[config.mk]
export PLATFORM = sky130hd
export DESIGN_NAME = start_thermo_decoder
export DESIGN_NICKNAME = d
export VERILOG_FILES = /design/src/rtl/start_thermo_decoder.sv
export SDC_FILE = /design/constraint.sdc
export NUM_CORES = 1
export LEC_CHECK = 0
export BUFFER_PORTS_ARGS = -buffer_cell sky130_fd_sc_hd__buf_2
export CORE_MARGIN = 5
export CORE_UTILIZATION = 35
export DETAILED_ROUTE_END_ITERATION = 12
export PLACE_DENSITY = 0.63
export SETUP_SLACK_MARGIN = 0.2
export SLEW_MARGIN = 20
export SYNTH_ARGS = -nofsm -noshare
export SYNTH_HDL_FRONTEND = slang
export SYNTH_SLANG_ARGS = --single-unit
[constraint.sdc]
create_clock -name clk -period 11.33 [get_ports clk]
set_input_delay 1.133 -clock clk [delete_from_list [all_inputs] [get_ports clk]]
set_output_delay 1.133 -clock clk [all_outputs]
set_load 0.05 [all_outputs]
[src/rtl/start_thermo_decoder.sv]
// Start-channel thermometer decoder: edge detect, bubble fix,
// pipelined popcount and coarse-time pairing for the TDC readout.
module start_thermo_decoder #(
    parameter int NFF     = 176,
    parameter int FINEW   = 8,
    parameter int COARSEW = 16
) (
    input  logic               clk,
    input  logic               rst_n,
    input  logic [NFF-1:0]     therm_in,
    input  logic               arm,
    input  logic               out_ready,
    output logic               out_valid,
    output logic [FINEW-1:0]   fine_out,
    output logic [COARSEW-1:0] coarse_out,
    output logic               sat_err,
    output logic               armed
);

    localparam int LO = NFF / 2;
    localparam int HI = NFF - LO;
    localparam int HW = $clog2(HI + 1);

    typedef enum logic [1:0] {
        IDLE,
        ARMED,
        CONV,
        HOLD
    } state_t;

    state_t             state;
    logic [1:0]         cnt;
    logic [COARSEW-1:0] ctr;
    logic [COARSEW-1:0] coarse_q;
    logic               prev0;
    logic [NFF+1:0]     ext;
    logic [NFF-1:0]     corr;
    logic [NFF-1:0]     s1;
    logic [HW-1:0]      s2_lo;
    logic [HW-1:0]      s2_hi;
    logic [FINEW-1:0]   sum;
    logic               hit;

    function automatic logic [HW-1:0] popcnt(input logic [HI-1:0] v);
        logic [HW-1:0] n;
        n = '0;
        for (int i = 0; i < HI; i++) begin
            n = n + HW'(v[i]);
        end
        return n;
    endfunction

    // Pad below with 1 and above with 0 so the ends vote sensibly
    assign ext = {1'b0, therm_in, 1'b1};

    for (genvar i = 0; i < NFF; i++) begin : g_maj
        assign corr[i] = (ext[i] & ext[i+1]) |
                         (ext[i] & ext[i+2]) |
                         (ext[i+1] & ext[i+2]);
    end

    assign hit = (state == ARMED) && therm_in[0] && !prev0;
    assign sum = FINEW'(s2_lo) + FINEW'(s2_hi);

    // Free-running coarse time and bit-0 history for edge detection
    always_ff @(posedge clk or negedge rst_n) begin
        if (!rst_n) begin
            ctr   <= '0;
            prev0 <= 1'b0;
        end else begin
            ctr   <= ctr + COARSEW'(1);
            prev0 <= therm_in[0];
        end
    end

    // Capture stage and partial popcount stage
    always_ff @(posedge clk or negedge rst_n) begin
        if (!rst_n) begin
            s1       <= '0;
            coarse_q <= '0;
            s2_lo    <= '0;
            s2_hi    <= '0;
        end else begin
            if (hit) begin
                s1       <= corr;
                coarse_q <= ctr;
            end
            if (state == CONV) begin
                s2_lo <= popcnt(HI'(s1[LO-1:0]));
                s2_hi <= popcnt(s1[NFF-1:LO]);
            end
        end
    end

    // Measurement sequencing with registered outputs
    always_ff @(posedge clk or negedge rst_n) begin
        if (!rst_n) begin
            state      <= IDLE;
            cnt        <= '0;
            armed      <= 1'b0;
            out_valid  <= 1'b0;
            fine_out   <= '0;
            coarse_out <= '0;
            sat_err    <= 1'b0;
        end else begin
            unique case (state)
                IDLE: begin
                    if (arm) begin
                        state <= ARMED;
                        armed <= 1'b1;
                    end
                end
                ARMED: begin
                    if (hit) begin
                        state <= CONV;
                        cnt   <= 2'd1;
                        armed <= 1'b0;
                    end
                end
                CONV: begin
                    if (cnt == 2'd2) begin
                        state      <= HOLD;
                        cnt        <= '0;
                        out_valid  <= 1'b1;
                        fine_out   <= sum;
                        coarse_out <= coarse_q;
                        sat_err    <= (sum == FINEW'(NFF));
                    end else begin
                        cnt <= cnt + 2'd1;
                    end
                end
                HOLD: begin
                    if (out_ready) begin
                        state     <= IDLE;
                        out_valid <= 1'b0;
                    end
                end
                default: begin
                    state <= IDLE;
                end
            endcase
        end
    end

endmodule

==> summary.txt <==
==========================================================================================
Cell area reported after detailed placement .................................   17,500 um2
# clock sinks ...............................................................          254
Horizontal die dimension ....................................................       223 um
Clock period minus worst slack ..............................................      6700 ps
Fraction of synthesized cell area taken by the top area cell type ...........        0.401
Initial antenna violation count .............................................            5
Routability congestion estimate .............................................        0.810
Clock tree skew after final layout ..........................................      12.9 ps
Netlist Area Pre-Place ......................................................   15,900 um2
Worst slew margin ...........................................................        0.313
Hold_buf cts ................................................................            0
Count of buffers added by post-CTS timing repair for setup ..................            0
Final setup violation count .................................................            0
Sequential-to-total area share from yosys stat ..............................        0.401
Clock edge transition at the registers on the reported setup and hold paths .        60 ps
Largest area contributor in the netlist ..................................... sky130_fd_sc_hd__dfrtp_1
Startpoint of the tightest hold check path .................................. coarse_out[0]
Routed via count divided by cell count ......................................         4.83
Global-route track usage on met3 ............................................       0.0324
Number of distinct library cells after synthesis ............................           42
Hold/Removal Path Class .....................................................   reg -> reg
Worst setup path class ......................................................   reg -> reg
Vias in the first global route ..............................................       12,085
Initial standard-cell utilization of the core ...............................        0.352
Overall via count from detail_route .........................................       11,851
Pin count of the biggest net entering global routing ........................          117
Number of DRC markers in iteration 0 ........................................          798
Least-Margin Pin Slew .......................................................      1030 ps
Final-report hold violation count ...........................................            0
Worst Path Arrival ..........................................................      7140 ps
Worst-skew pair later-pin latency ...........................................       560 ps
Global router's overall resource usage ......................................        0.156
Post-layout net count .......................................................        2,207
Fraction of met2 tracks used by global routing ..............................        0.270
Buffer depth of the longest clock path ......................................            3
Synth Warn # ................................................................            0
Full die area ...............................................................   49,700 um2
Rows ........................................................................           78
Kind of start point of the critical path ....................................         flop
Critical Path Source ........................................................       s1[59]
Port Buffer Count ...........................................................          206
Count of final max-slew check failures ......................................            0
Master cell of the clock root buffer ........................................ sky130_fd_sc_hd__clkbuf_16
Grt met1 use ................................................................        0.205
Number of max-cap violations ................................................            0
Detailed-router iteration count before antenna repair .......................            5
R2r startpoint ..............................................................       s1[59]
DP HPWL .....................................................................      30.0 mm
Placeable core area .........................................................   45,100 um2
Routed WL per cell ..........................................................      15.7 um
Number of ports placed on the die boundary ..................................          207
Post-route DRC ..............................................................            0
Setup repair after global routing missed its margin .........................        false
Post-detailed-route count of antenna-violating nets .........................            0
Maximum level of the CTS H-tree .............................................            1
Run status ..................................................................    completed
Final setup TNS .............................................................         0 ps
Synth Net Count .............................................................        2,011
Layout cells sized above 1 ..................................................        0.160
CTS tree ....................................................................        built
First-pass GRT wire length ..................................................      63.8 mm
Layout filler cell count ....................................................        4,423
Average cell area after synthesis ...........................................     9.74 um2
Most Crowded Layer GR .......................................................         met2
Overall die height ..........................................................       223 um
F_max .......................................................................    0.149 GHz
Final period utilization ....................................................        0.591
Endpoint required time on the critical path .................................    11,780 ps
Kind of end point of the critical path ......................................         flop
Worst-path maximum fanout ...................................................            2
Number of cells produced by synthesis .......................................        1,628
Growth of design area from synthesis to finish ..............................        18.1%
Number of enable-type register cells in the synthesized netlist .............            0
Post-CTS resize count .......................................................            0
Total gr overflow ...........................................................            0
Design area .................................................................   18,700 um2
FF+latch count, synth .......................................................          254
Dominant cells by area after synthesis ...................................... sky130_fd_sc_hd__dfrtp_1 40%, sky130_fd_sc_hd__fa_1 19%, sky130_fd_sc_hd__o31ai_1 8.2%
Most frequent cells in the layout ........................................... 254 x sky130_fd_sc_hd__nand2_1, 254 x sky130_fd_sc_hd__dfrtp_1, 232 x sky130_fd_sc_hd__inv_1
Number of buffers inserted during clock tree synthesis ......................           31
Most instantiated flip-flop cell in the synthesis netlist ................... sky130_fd_sc_hd__dfrtp_1
Async S/R FF share, synth ...................................................         1.00
Wire length reported by the detailed router .................................      38.5 mm
==========================================================================================
==> layout make-up <==
cell class | count | area (um2) | share of cell area
flip-flops and latches | 254 | 6360 | 0.339
clock buffers | 37 | 848 | 0.0453
diodes | 4 | 10.0 | 0.000535
multi-input cells | 1092 | 8430 | 0.450
repair buffers | 213 | 1090 | 0.0584
clock inverters | 20 | 368 | 0.0196
well taps | 600 | 751 | 0.0401
inverters | 232 | 871 | 0.0465
==> sequential cells by signal (all words and copies together) (netlist names) <==
name        flops
out_valid       1
s2_hi           7
ctr            16
prev0           1
s2_lo           7
coarse_q       16
sat_err         1
fine_out        8
cnt             2
state           2
armed           1
s1            176
coarse_out     16
==> cells by family after synthesis <==
| kind of cell | count (synthesis) | synth area share |
|---|---|---|
| XOR/XNOR | 25 | 0.0138 |
| buffers and inverters | 282 | 0.0678 |
| AND/OR/NAND/NOR | 442 | 0.109 |
| adder cells (fa/ha/maj) | 203 | 0.233 |
| flip-flops | 254 | 0.401 |
| multiplexers | 25 | 0.0177 |
| AO/OA/AOI/OAI | 397 | 0.158 |
==> through the flow <==
stage                     hold WS, ps  worst slack (ps)  utilization  cells
after floorplan                   426              4900            -   1628
after global placement            446              4650        0.388   2391
after detailed placement          457              4620        0.388   2391
after CTS                         472              4610        0.415   2448
after global routing              489              4410        0.415   2449
final                             468              4630        0.415   2452
==> final timing paths <==
path,end,depth (start not counted),slack [ps]
max in group asynchronous,s1[133],2,9130
worst min register to register,coarse_out[0],2,470
worst min-delay path,coarse_out[0],2,470
worst max-delay path,s2_lo[4],20,4630
worst max register to register,s2_lo[4],20,4630
min in group asynchronous,s1[12],1,680
==> Yosys cell counts (2+ instances only) <==
| cell | n |
|---|---|
| sky130_fd_sc_hd__buf_2 | 14 |
| sky130_fd_sc_hd__a21o_1 | 7 |
| sky130_fd_sc_hd__nand3_1 | 8 |
| sky130_fd_sc_hd__nor2b_1 | 2 |
| sky130_fd_sc_hd__nor3_1 | 6 |
| sky130_fd_sc_hd__o31ai_1 | 173 |
| sky130_fd_sc_hd__clkbuf_1 | 36 |
| sky130_fd_sc_hd__xnor2_1 | 15 |
| sky130_fd_sc_hd__o21bai_1 | 3 |
| sky130_fd_sc_hd__fa_1 | 153 |
| sky130_fd_sc_hd__o211ai_1 | 3 |
| sky130_fd_sc_hd__nand2_1 | 254 |
| sky130_fd_sc_hd__nand4_1 | 2 |
| sky130_fd_sc_hd__mux2_2 | 24 |
| sky130_fd_sc_hd__and3_1 | 3 |
| sky130_fd_sc_hd__nor2_1 | 158 |
| sky130_fd_sc_hd__dfrtp_1 | 254 |
| sky130_fd_sc_hd__inv_1 | 232 |
| sky130_fd_sc_hd__ha_1 | 50 |
| sky130_fd_sc_hd__a21oi_1 | 185 |
| sky130_fd_sc_hd__xor2_1 | 10 |
| sky130_fd_sc_hd__nand3b_1 | 3 |
| sky130_fd_sc_hd__a221oi_1 | 3 |
| sky130_fd_sc_hd__o21ai_0 | 12 |
==> layer usage <==
layer	part of all wire	routed length, um
met1	0.43	16400
met2	0.50	19300
met3	0.052	2000
met4	0.020	753
met5	0.00088	34
==> critical path, cell delays in order (launching register included) <==
cell and delay [ps]:
sky130_fd_sc_hd__dfrtp_1 400, sky130_fd_sc_hd__fa_1 530, sky130_fd_sc_hd__inv_1 50, sky130_fd_sc_hd__fa_1 490, sky130_fd_sc_hd__inv_1 60, sky130_fd_sc_hd__fa_1 420
sky130_fd_sc_hd__fa_1 550, sky130_fd_sc_hd__inv_1 90, sky130_fd_sc_hd__fa_1 540, sky130_fd_sc_hd__inv_1 50, sky130_fd_sc_hd__fa_1 520, sky130_fd_sc_hd__fa_1 450
sky130_fd_sc_hd__fa_1 570, sky130_fd_sc_hd__inv_1 60, sky130_fd_sc_hd__fa_1 530, sky130_fd_sc_hd__inv_1 70, sky130_fd_sc_hd__fa_1 450, sky130_fd_sc_hd__a21o_1 200
sky130_fd_sc_hd__a21oi_1 210, sky130_fd_sc_hd__xnor2_1 90, sky130_fd_sc_hd__mux2_2 260
Power is left out: the tool's default activity adds up to more than one toggle a clock period on the data nets, which glitch-free logic cannot reach.
